## config.mk

```make
export PLATFORM = sky130hd
export DESIGN_NAME = display_rx
export DESIGN_NICKNAME = d
export VERILOG_FILES = /design/src/rtl/calc_pkg.sv /design/src/rtl/bcd_to_7seg.sv /design/src/rtl/display_rx.sv
export SDC_FILE = /design/constraint.sdc
export NUM_CORES = 1
export LEC_CHECK = 0
export CELL_PAD_IN_SITES_DETAIL_PLACEMENT = 1
export CELL_PAD_IN_SITES_GLOBAL_PLACEMENT = 1
export CORE_ASPECT_RATIO = 0.5
export CORE_UTILIZATION = 40
export CTS_BUF_LIST = sky130_fd_sc_hd__clkbuf_4 sky130_fd_sc_hd__clkbuf_8 sky130_fd_sc_hd__clkbuf_16
export CTS_CLUSTER_DIAMETER = 40
export DETAILED_ROUTE_END_ITERATION = 10
export DONT_BUFFER_PORTS = 1
export GPL_ROUTABILITY_DRIVEN = 0
export PLACE_DENSITY = 0.64
export SETUP_SLACK_MARGIN = 0.2
export SLEW_MARGIN = 20
export SYNTH_ARGS = -nofsm -noshare
export SYNTH_HDL_FRONTEND = slang
export SYNTH_SLANG_ARGS = --single-unit
```

## constraint.sdc

```tcl
create_clock -name clk -period 4.15 [get_ports clk]
set_input_delay 0.415 -clock clk [delete_from_list [all_inputs] [get_ports clk]]
set_output_delay 0.415 -clock clk [all_outputs]
set_load 0.02 [all_outputs]
```

## src/rtl/calc_pkg.sv

```systemverilog
// Constants and helpers shared by the calculator display blocks:
// receiver FSM encoding, frame width and the 7-segment glyph table.
package calc_pkg;

    localparam int FRAME_BITS = 16;

    typedef enum logic [1:0] {
        IDLE  = 2'd0,
        SHIFT = 2'd1,
        CHECK = 2'd2
    } rxState_t;

    // Glyphs for digits 0..9, bit order g..a; entry [0] is digit 0.
    localparam logic [9:0][6:0] SEG_TABLE = {
        7'h6F, 7'h7F, 7'h07, 7'h7D, 7'h6D,
        7'h66, 7'h4F, 7'h5B, 7'h06, 7'h3F
    };

    function automatic logic isBcd(input logic [FRAME_BITS-1:0] w);
        logic ok;
        ok = 1'b1;
        for (int i = 0; i < FRAME_BITS / 4; i++)
            if (w[4*i +: 4] > 4'd9) ok = 1'b0;
        return ok;
    endfunction

endpackage

```

## src/rtl/bcd_to_7seg.sv

```systemverilog
// Combinational BCD digit to active-high 7-segment decoder.
// Codes above 9 light nothing.
module bcd_to_7seg
    import calc_pkg::*;
(
    input  logic [3:0] bcd,
    output logic [6:0] seg
);

    always_comb begin
        seg = 7'h00;
        if (bcd <= 4'd9) seg = SEG_TABLE[bcd];
    end

endmodule

```

## src/rtl/display_rx.sv

```systemverilog
// Serial BCD frame receiver with a 4-digit multiplexed 7-segment display.
// Frames are validated as a whole; only clean 16-bit BCD frames reach the display.
module display_rx
    import calc_pkg::*;
#(
    parameter int REFRESH_DIV = 2000,
    parameter bit BLANK_LZ    = 1'b1
) (
    input  logic        clk,
    input  logic        rst,
    input  logic        ser_clk_in,
    input  logic        data_en_in,
    input  logic        data_in,
    output logic [15:0] value,
    output logic        frame_valid,
    output logic        frame_err,
    output logic [3:0]  digit_sel,
    output logic [6:0]  seg
);

    localparam int CNT_W = (REFRESH_DIV > 1) ? $clog2(REFRESH_DIV) : 1;

    logic [1:0] serClkSync, dataEnSync, dataSync;
    logic       ser_clk_s, data_en_s, data_s;
    logic       serClkPrev, dataEnPrev;
    logic       serRise, enRise, enFall;

    rxState_t                state, stateNext;
    logic [FRAME_BITS-1:0]   shiftReg;
    logic [4:0]              bitCnt;
    logic                    ovf;

    logic [CNT_W-1:0] refreshCnt;
    logic [1:0]       digitIdx;
    logic [3:0]       nibble;
    logic [15:0]      upper;
    logic             blank;
    logic [6:0]       segDec;

    assign ser_clk_s = serClkSync[1];
    assign data_en_s = dataEnSync[1];
    assign data_s    = dataSync[1];

    assign serRise = ser_clk_s & ~serClkPrev;
    assign enRise  = data_en_s & ~dataEnPrev;
    assign enFall  = ~data_en_s & dataEnPrev;

    always_ff @(posedge clk) begin
        if (rst) begin
            serClkSync <= '0;
            dataEnSync <= '0;
            dataSync   <= '0;
            serClkPrev <= 1'b0;
            dataEnPrev <= 1'b0;
        end else begin
            serClkSync <= {serClkSync[0], ser_clk_in};
            dataEnSync <= {dataEnSync[0], data_en_in};
            dataSync   <= {dataSync[0], data_in};
            serClkPrev <= ser_clk_s;
            dataEnPrev <= data_en_s;
        end
    end

    always_ff @(posedge clk) begin
        if (rst) state <= IDLE;
        else     state <= stateNext;
    end

    always_comb begin
        stateNext = state;
        case (state)
            IDLE:    if (enRise) stateNext = SHIFT;
            SHIFT:   if (enFall) stateNext = CHECK;
            CHECK:   stateNext = IDLE;
            default: stateNext = IDLE;
        endcase
    end

    always_ff @(posedge clk) begin
        if (rst) begin
            shiftReg    <= '0;
            bitCnt      <= '0;
            ovf         <= 1'b0;
            value       <= '0;
            frame_valid <= 1'b0;
            frame_err   <= 1'b0;
        end else begin
            frame_valid <= 1'b0;
            frame_err   <= 1'b0;
            case (state)
                IDLE: if (enRise) begin
                    bitCnt <= '0;
                    ovf    <= 1'b0;
                end
                SHIFT: if (serRise && data_en_s) begin
                    // Extra edges only mark the frame bad; the first 16 bits stay put.
                    if (bitCnt < 5'(FRAME_BITS)) begin
                        shiftReg <= {shiftReg[FRAME_BITS-2:0], data_s};
                        bitCnt   <= bitCnt + 5'd1;
                    end else begin
                        ovf <= 1'b1;
                    end
                end
                CHECK: begin
                    if (bitCnt == 5'(FRAME_BITS) && !ovf && isBcd(shiftReg)) begin
                        value       <= shiftReg;
                        frame_valid <= 1'b1;
                    end else begin
                        frame_err <= 1'b1;
                    end
                end
                default: ;
            endcase
        end
    end

    assign nibble = value[{digitIdx, 2'b00} +: 4];
    assign upper  = value >> {digitIdx, 2'b00};
    assign blank  = BLANK_LZ && (digitIdx != 2'd0) && (upper == 16'h0000);

    bcd_to_7seg uDecode (
        .bcd (nibble),
        .seg (segDec)
    );

    always_ff @(posedge clk) begin
        if (rst) begin
            refreshCnt <= '0;
            digitIdx   <= 2'd0;
            digit_sel  <= 4'b0001;
            seg        <= 7'h3F;
        end else begin
            if (refreshCnt == CNT_W'(REFRESH_DIV - 1)) begin
                refreshCnt <= '0;
                digitIdx   <= digitIdx + 2'd1;
            end else begin
                refreshCnt <= refreshCnt + 1'b1;
            end
            digit_sel <= 4'b0001 << digitIdx;
            seg       <= blank ? 7'h00 : segDec;
        end
    end

endmodule
```

==> results.cfg, run 1 <==
[flow_run]
max_cap_viol_count = 0

[clock_network]
postCtsResizedCells = 0
cts_root_buf = sky130_fd_sc_hd__clkbuf_16
cts_made_buffers = 9
cts_hold_buffers = 0
clock_tree.buffer_depth = 2
clkSlewWorstSetupHoldPaths_ps = 50
cts_num_sinks = 74
tritoncts_clock_tree = done
cts-htree-levels = 3
postCtsSetupRepairBufs = 0
worstSkewPairLatency_ps = 340

[setup_path]
crit_path_max_fanout = 9
critPathLaunchType = flip-flop
criticalPathCategory = flip-flop to flip-flop
worstPathRequired_ps = 4350
end_kind = flip-flop
worst_ep_arrival_ps = 3010

[cells_and_area]
final_cell_area_mm2 = 0.003465
synth_to_layout_area_growth_pct = 10.06
final.fill_count = 848
fin_cells = 434
finalNetCount = 336
drive_above_1_share = 0.07975
n_antenna_cell = 0

[logic_synthesis]
postSynthAreaPerCell_um2 = 9.511
yosys_warnings = 0
ys_seq_elements = 74
synth_ff_type = sky130_fd_sc_hd__dfxtp_1
synth_top_cells_by_area = sky130_fd_sc_hd__dfxtp_1 47%, sky130_fd_sc_hd__mux2i_1 6.7%, sky130_fd_sc_hd__o31ai_1 5.0%
cells_after_synth = 331
synth_top_area_frac = 0.4706
synth_nets = 346
synth_cell_types = 46
yosysMostFrequentCell = sky130_fd_sc_hd__dfxtp_1
synth_area_leader_cell = sky130_fd_sc_hd__dfxtp_1
async_reset_ff_frac = 0
seq_area_frac_synth = 0.4706
post_synth_instance_area_mm2 = 0.003148
synth_edf_count = 0
post_synth_most_frequent_cells = 74 x sky130_fd_sc_hd__dfxtp_1, 40 x sky130_fd_sc_hd__nor2_1, 21 x sky130_fd_sc_hd__mux2i_1, 21 x sky130_fd_sc_hd__o31ai_1, 20 x sky130_fd_sc_hd__a21oi_1

[min_path]
timing.hold.worst.class = input port to flip-flop

[global_routing]
grt.met2_usage = 0.3156
grt_use_met3 = 0.06193
pin_count_of_the_biggest_net_entering_global_routing = 60
global_route.peak_usage_layer = met2
first_pass_grt_wire_length_um = 12290
first_global_vias = 2416
globalRouteOverflowTotal = 0
grtUsageMet1 = 0.2378
antenna_violations_before_repair = 0
grt_use_total = 0.1962

[floorplanning]
ioPinCount = 34
die_area_mm2 = 0.008250
std_cell_rows = 22
floorplan.core_area_mm2 = 0.007460
floorplan.die.height_um = 64.73
initial_utilization = 0.4220
die_x_um = 127.5

[detailed_routing]
ant_nets = 0
drt_wl_total_um = 7274
avgViaCountPerCell = 5.385
firstDrtPassIters = 4
via_count = 2337
wire_length_per_cell_after_detailed_routing_um = 16.76
drc_errors = 0
drt_first_iter_violations = 100

[sta]
grt_setup_unrepaired = no
finalSetupViolations = 0
final_period_minus_worst_setup_slack_ps = 2813
max_freq_ghz = 0.3555
final-hold-violation-count = 0
final.period_utilization = 0.6777
slew_violations = 0
slew_headroom = 0.2936
final.setup.tns_ps = 0
fin_worst_skew_ps = 9.755
max_slew.worst_pin.slew_ps = 1057

[status]
status = complete, no violations

[placed_design]
place_area_mm2 = 0.003186
io_buffer_count = 0
hpwlAfterDp_um = 5004
placedCellCount = 418

[power_and_ir_drop]
p_leak_uw = 0.001298
power_density_mw_per_mm2 = 421.9
peakVddDrop_mv = 0.2074
design_power_total_uw = 1462
==> worst max-delay path: stages, from the launching register on <==
cell and delay (ps):
sky130_fd_sc_hd__dfxtp_1 550, sky130_fd_sc_hd__mux4_1 680, sky130_fd_sc_hd__inv_1 160, sky130_fd_sc_hd__ha_1 190, sky130_fd_sc_hd__nor4b_1 280, sky130_fd_sc_hd__o221ai_1 180, sky130_fd_sc_hd__a31oi_1 470, sky130_fd_sc_hd__o31ai_1 170
==> flip-flops by register name, summed over array words and instances, names as in the netlist, 4 cells and up <==
signal      count
refreshCnt     11
digit_sel       4
bitCnt          5
shiftReg       16
seg             7
value          16
==> placed cells by master, fill, tap and decap left out, drive strengths merged, types with 4 or more instances in the layout <==
cell type,n
mux2i,21
nor3,10
nand2,10
clkbuf,13
ha,10
nor4,6
nand2b,5
nor2,40
nand3,8
xnor2,8
nand4,19
dfxtp,74
o21ai,6
inv,11
and2,4
a21oi,20
o31ai,21
nor2b,10
==> metal layers <==
metal / routed length (µm) / up-vias
li1: - / 1166
met1: 3570 / 1115
met2: 3234 / 42
met3: 322 / 14
met4: 147 / 0
met5: 0 / -
==> logic make-up (layout without fill, tap and decap cells) <==
logic type | count (synthesis) | count (layout) | synth area share
simple gates | 122 | 122 | 0.2051
xor+xnor | 10 | 10 | 0.02782
buf+inv | 32 | 27 | 0.04411
compound gates | 58 | 58 | 0.1196
fa+ha+maj | 10 | 10 | 0.03975
mux | 25 | 25 | 0.09300
flops | 74 | 74 | 0.4706
==> stage by stage <==
| stage | utilization | hold WS [ps] | setup WS [ps] |
|---|---|---|---|
| 2_1_floorplan | - | 413.8 | 1815 |
| 3_3_place_gp | 0.4270 | 424.0 | 1498 |
| 3_5_place_dp | 0.4270 | 431.6 | 1298 |
| 4_1_cts | 0.4641 | 135.2 | 1284 |
| 5_1_grt | 0.4644 | 137.6 | 1127 |
| 6_report | 0.4644 | 148.6 | 1337 |
==> final cells by class <==
cell class / count / area (µm²) / area share
clock buffer: 13 / 261.5 / 0.07548
clock inverter: 3 / 15.01 / 0.004334
inverter: 11 / 41.29 / 0.01192
multi-input combinational: 225 / 1530 / 0.4417
sequential: 74 / 1481 / 0.4276
tap: 108 / 135.1 / 0.03900
==> path summary, 6_finish.rpt <==
check           startpoint             to  slack, ps  cells past startpoint
max reg2reg    digitIdx[0]         seg[3]       1340                      7
max            digitIdx[0]         seg[3]       1340                      7
min reg2reg  serClkSync[0]  serClkSync[1]        440                      1
min                    rst            ovf        150                      1
==> power breakdown <==
group	switching, µW	leakage [µW]	internal (µW)
sequential	4.87	0.000598	717
combinational	8.34	0.000556	7.39
clock	286	0.000144	438
(Power assumes the default switching activity.)
==> run 2, diff against run 1 <==
--- a/config.mk
+++ b/config.mk
@@ -14,7 +14,7 @@
 export DETAILED_ROUTE_END_ITERATION = 10
 export DONT_BUFFER_PORTS = 1
 export GPL_ROUTABILITY_DRIVEN = 0
-export PLACE_DENSITY = 0.64
+export PLACE_DENSITY = 0.66
 export SETUP_SLACK_MARGIN = 0.2
 export SLEW_MARGIN = 20
 export SYNTH_ARGS = -nofsm -noshare
==> constraint.sdc (replaced) <==
create_clock -name clk -period 2.4 [get_ports clk]
set_input_delay 0.24 -clock clk [delete_from_list [all_inputs] [get_ports clk]]
set_output_delay 0.24 -clock clk [all_outputs]
set_load 0.02 [all_outputs]
==> run 2 against run 1 <==
Via count grew 4.7%. Clock skew decreased by 4.3 ps. Routed wire length grew 3.8%. Highest routed layer unchanged. Die area unchanged. Fmax increased by 38%. Sequential share of layout area is 2.0 points lower. Combinational power grew to 2.8 times the previous value. Sequential power grew 73%. Clock power is 88% higher. Largest cell class unchanged.
==> results.cfg, run 2 (same netlist as run 1, synthesis figures left out) <==
[power_and_ir_drop]
p_leak_uw = 0.001385
peakVddDrop_mv = 0.3816
power_density_mw_per_mm2 = 730.4

[global_routing]
globalRouteOverflowTotal = 0
first_pass_grt_wire_length_um = 12660
grt_use_total = 0.2012
pin_count_of_the_biggest_net_entering_global_routing = 55
first_global_vias = 2463
antenna_violations_before_repair = 0

[setup_path]
worst_ep_arrival_ps = 2250
crit_path_top_delay_cell = sky130_fd_sc_hd__mux4_2
worst_r2r_startpoint = digitIdx[0]
critical_path.reg2reg.endpoint = seg[3]
crit_path_start = digitIdx[0]
regToRegSetupSlack_ps = 370
critPathLaunchType = flip-flop
timing.reg2reg.worst_path_depth = 7
slowest_delay_ps = 540
critical_path_cell_list = mux4_2 > inv_2 > ha_1 > nor4b_4 > o221ai_2 > a31oi_4 > o31ai_1
end_kind = flip-flop
criticalPathCategory = flip-flop to flip-flop
crit_path_max_fanout = 7
worstPathRequired_ps = 2610

[cells_and_area]
most_used_cells_in_the_layout_excluding_fill_and_tap_cells = 73 x sky130_fd_sc_hd__dfxtp_1, 40 x sky130_fd_sc_hd__nor2_1, 21 x sky130_fd_sc_hd__mux2i_1, 21 x sky130_fd_sc_hd__o31ai_1, 20 x sky130_fd_sc_hd__a21oi_1
synth_to_layout_area_growth_pct = 15.46
finish.utilization = 0.4873
n_antenna_cell = 0
finalNetCount = 349
drive_above_1_share = 0.1298
final_cell_area_mm2 = 0.003635
layout.cells.most_common = sky130_fd_sc_hd__dfxtp_1
reg_top3 = shiftReg (16), value (16), refreshCnt (11)

[sta]
final_period_minus_worst_setup_slack_ps = 2034
final-hold-violation-count = 0
grt_setup_unrepaired = no
slew_headroom = 0.5260
slew_violations = 0
worst_hold_slack_ps = 14.10
max_freq_ghz = 0.4916
final.period_utilization = 0.8475
max_slew.worst_pin.slew_ps = 711.1
final.setup.worst_slack_ps = 365.9
fin_worst_skew_ps = 5.477
finalSetupViolations = 0
final.setup.tns_ps = 0

[floorplanning]
std_cell_rows = 22
die_x_um = 127.5
initial_utilization = 0.4220
floorplan.core_area_mm2 = 0.007460
floorplan.die.height_um = 64.73
ioPinCount = 34
die_area_mm2 = 0.008250

[placed_design]
io_buffer_count = 0
place_area_mm2 = 0.003271
dp_slack_ps = 93.00
hpwlAfterDp_um = 5022

[detailed_routing]
via_count = 2446
firstDrtPassIters = 4
drc_errors = 0
drt_wl_total_um = 7552
wire_length_per_cell_after_detailed_routing_um = 16.89
ant_nets = 0
drt_first_iter_violations = 144
avgViaCountPerCell = 5.472

[clock_network]
cts_made_buffers = 9
cts_root_buf = sky130_fd_sc_hd__clkbuf_16
tritoncts_clock_tree = done
cts_num_sinks = 74
cts-htree-levels = 3
worstSkewPairLatency_ps = 330
clkSlewWorstSetupHoldPaths_ps = 60
clock_tree.buffer_depth = 2

[status]
status = complete, no violations

[min_path]
hold_path.startpoint = rst
timing.hold.worst.class = input port to flip-flop
worst_hold_stages = 1
worstHoldEndpoint = digit_sel[0]

[flow_run]
max_cap_viol_count = 0
## run 2: worst max path at each step
stage / endpoint / slack, ps / depth (start not counted)
2_1_floorplan: seg[0] / 250 / 8
3_3_place_gp: seg[2] / 200 / 7
3_5_place_dp: seg[3] / 90 / 7
4_1_cts: seg[3] / 200 / 7
5_1_grt: seg[2] / 200 / 7
6_report: seg[3] / 370 / 7
## run 2: layer usage
metal	up-vias	part of all wire	GRT usage
met5	-	0	0
met1	1197	0.49	0.2538
met3	7	0.050	0.07184
li1	1192	-	-
met4	0	0.0075	0.05357
met2	50	0.45	0.3265
## run 2: area by class of cell
type | count | area, µm²
inverters | 11 | 41.29
multi-input cells | 225 | 1560
clock inverters | 5 | 52.55
clock buffers | 11 | 252.7
fillers | 830 | 3825
repair buffers | 13 | 110.1
well taps | 108 | 135.1
flip-flops and latches | 74 | 1483
## run 2: repair_timing
| action | 4_1_cts | 5_1_grt |
|---|---|---|
| hold buffers | 1 | 0 |
| setup buffers | 1 | 0 |
| endpoints found under the hold margin | 54 | 0 |
| gates resized for setup | 1 | 5 |
| endpoints found under the setup margin | 7 | 7 |
## run 2: report_power, final
part	switching, µW	internal, µW
Sequential	8.15	1240
Clock	507	855
Combinational	28.4	16.2
Total	544	2110
## run 2: critical path: cells and delay by family, from the launching register on
kind	cells	cell delay, ps
buf+inv	1	100
fa+ha+maj	1	170
simple gates	1	200
flops	1	360
compound gates	3	540
mux	1	540
## run 2: metrics by stage
stage | cells | power, µW
after CTS | 447 | 2689
after global routing | 447 | 2765
after detailed placement | 429 | 1302
after global placement | 429 | 1300
final | 447 | 2655
after floorplan | 331 | 1308
==> run 3, diff against run 2 <==
--- a/config.mk
+++ b/config.mk
@@ -14,7 +14,7 @@
 export DETAILED_ROUTE_END_ITERATION = 10
 export DONT_BUFFER_PORTS = 1
 export GPL_ROUTABILITY_DRIVEN = 0
-export PLACE_DENSITY = 0.66
+export PLACE_DENSITY = 0.64
 export SETUP_SLACK_MARGIN = 0.2
 export SLEW_MARGIN = 20
 export SYNTH_ARGS = -nofsm -noshare
==> constraint.sdc (replaced) <==
create_clock -name clk -period 2.1 [get_ports clk]
set_input_delay 0.21 -clock clk [delete_from_list [all_inputs] [get_ports clk]]
set_output_delay 0.21 -clock clk [all_outputs]
set_load 0.02 [all_outputs]
==> run 3 against run 2 <==
The run now ends with negative hold slack left. Critical path depth up 1. Clock skew up 1.6 ps. Sequential power up 14%. Routed wire length about the same. Utilization up 3.2 points. Worst hold slack worse by 56 ps. Sequential share of layout area down 2.4 points. Critical endpoint is now seg[4]. Largest cell class unchanged. Highest routed layer unchanged.
==> results.cfg, run 3 (same netlist as run 1, synthesis figures left out) <==
[sta]
finalSetupViolations = 0
fin_worst_skew_ps = 7.060
final.setup.tns_ps = 0
worst_hold_slack_ps = -41.91
slew_violations = 0
max_freq_ghz = 0.5031
slew_headroom = 0.5142
final.period_utilization = 0.9465
max_slew.worst_pin.slew_ps = 728.7
final-hold-violation-count = 39
final_period_minus_worst_setup_slack_ps = 1988
grt_setup_unrepaired = yes

[power_and_ir_drop]
switchingPower_uw = 603.2
power_frac_clock = 0.505
switching_share = 0.2033
internal-power_uw = 2363
p_leak_uw = 0.001517
flop_pwr_share = 0.480
peakVddDrop_mv = 0.3451
power_density_mw_per_mm2 = 765.6
power_frac_comb = 0.015
design_power_total_uw = 2967

[clock_network]
worstSkewPairLatency_ps = 340
cts-htree-levels = 3
cts_made_buffers = 9
cts_hold_buffers = 16
tritoncts_clock_tree = done
clkSlewWorstSetupHoldPaths_ps = 50
cts_root_buf = sky130_fd_sc_hd__clkbuf_16
clock_tree.buffer_depth = 2
cts_num_sinks = 74

[global_routing]
globalRouteOverflowTotal = 0
first_global_vias = 2590
pin_count_of_the_biggest_net_entering_global_routing = 60
grt_use_total = 0.2070
antenna_violations_before_repair = 0
first_pass_grt_wire_length_um = 12970

[detailed_routing]
wire_length_per_cell_after_detailed_routing_um = 16.05
drt_wl_total_um = 7559
ant_nets = 0
drc_errors = 0
firstDrtPassIters = 4
via_count = 2518
avgViaCountPerCell = 5.346
drt_first_iter_violations = 127

[cells_and_area]
drive_above_1_share = 0.1570
layout.cells.most_common = sky130_fd_sc_hd__dfxtp_1
most_used_cells_in_the_layout_excluding_fill_and_tap_cells = 72 x sky130_fd_sc_hd__dfxtp_1, 40 x sky130_fd_sc_hd__nor2_1, 21 x sky130_fd_sc_hd__mux2i_1
finalNetCount = 373
final_cell_area_mm2 = 0.003875
synth_to_layout_area_growth_pct = 23.09
reg_top3 = shiftReg (16), value (16), refreshCnt (11)
n_antenna_cell = 0
fin_cells = 471

[setup_path]
end_kind = flip-flop
crit_path_start = digitIdx[0]
crit_path_max_fanout = 6
critPathLaunchType = flip-flop
worst_r2r_startpoint = digitIdx[0]
worst_ep_arrival_ps = 2200
worstPathRequired_ps = 2310
criticalPathCategory = flip-flop to flip-flop

[placed_design]
place_area_mm2 = 0.003343
placedCellCount = 436
hpwlAfterDp_um = 5181
io_buffer_count = 0

[flow_run]
max_cap_viol_count = 0

[floorplanning]
die_x_um = 127.5
std_cell_rows = 22
floorplan.core_area_mm2 = 0.007460
initial_utilization = 0.4220
ioPinCount = 34
floorplan.die.height_um = 64.73
die_area_mm2 = 0.008250

[min_path]
hold_path.startpoint = rst
timing.hold.worst.class = input port to flip-flop

[status]
failed_checks = negative hold slack
status = complete, but fails checks
==> run 3: layer usage <==
layer,vias up,global-route usage,wire [µm]
met1,1217,0.2511,3548
met5,-,0,0
met4,0,0.05804,78
met2,56,0.3367,3472
met3,9,0.08753,460
li1,1236,-,-
==> run 3: final cells by class <==
| cell class | count | area [µm²] |
|---|---|---|
| clock inverter | 6 | 57.56 |
| fill | 820 | 3585 |
| sequential | 74 | 1486 |
| inverter | 11 | 41.29 |
| multi-input combinational | 225 | 1592 |
| tap | 108 | 135.1 |
| clock buffer | 10 | 232.7 |
| timing repair buffer | 37 | 330.3 |
==> run 3: final timing paths <==
path | depth (start not counted) | slack (ps) | end
worst max-delay path | 8 | 110 | seg[4]
worst min register to register | 1 | 460 | refreshCnt[0]
worst min-delay path | 1 | -40 | bitCnt[0]
worst max register to register | 8 | 110 | seg[4]
==> run 3: power groups by stage <==
stage	registers [µW]	logic, µW	clock network, µW
3_5_place_dp	1460	31.2	0
4_1_cts	1430	43.3	1550
6_report	1420	43.2	1500
3_3_place_gp	1460	29.7	0
2_1_floorplan	1450	40.6	0
5_1_grt	1430	49.3	1610
==> run 3: worst max-delay path, cell delays in order (launching register included) <==
cell and delay [ps]:
sky130_fd_sc_hd__dfxtp_2 340, sky130_fd_sc_hd__mux4_2 520, sky130_fd_sc_hd__inv_2 100, sky130_fd_sc_hd__ha_4 130
sky130_fd_sc_hd__nor4b_4 210, sky130_fd_sc_hd__o221ai_2 160, sky130_fd_sc_hd__a31oi_4 210, sky130_fd_sc_hd__buf_12 140
sky130_fd_sc_hd__o31ai_2 60
==> run 3: repair_timing <==
item | CTS | global route
pin swaps | 0 | 2
setup buffers | 2 | 1
endpoints found under the hold margin | 55 | 39
setup endpoints to repair | 7 | 8
gates resized for setup | 5 | 4
==> run 3: metrics by stage <==
step | setup WS [ps] | utilization
5_1_grt | 36.32 | 0.5195
2_1_floorplan | 67.82 | -
4_1_cts | 137.5 | 0.5146
6_report | 112.3 | 0.5195
3_5_place_dp | -110.2 | 0.4482
3_3_place_gp | 68.60 | 0.4482
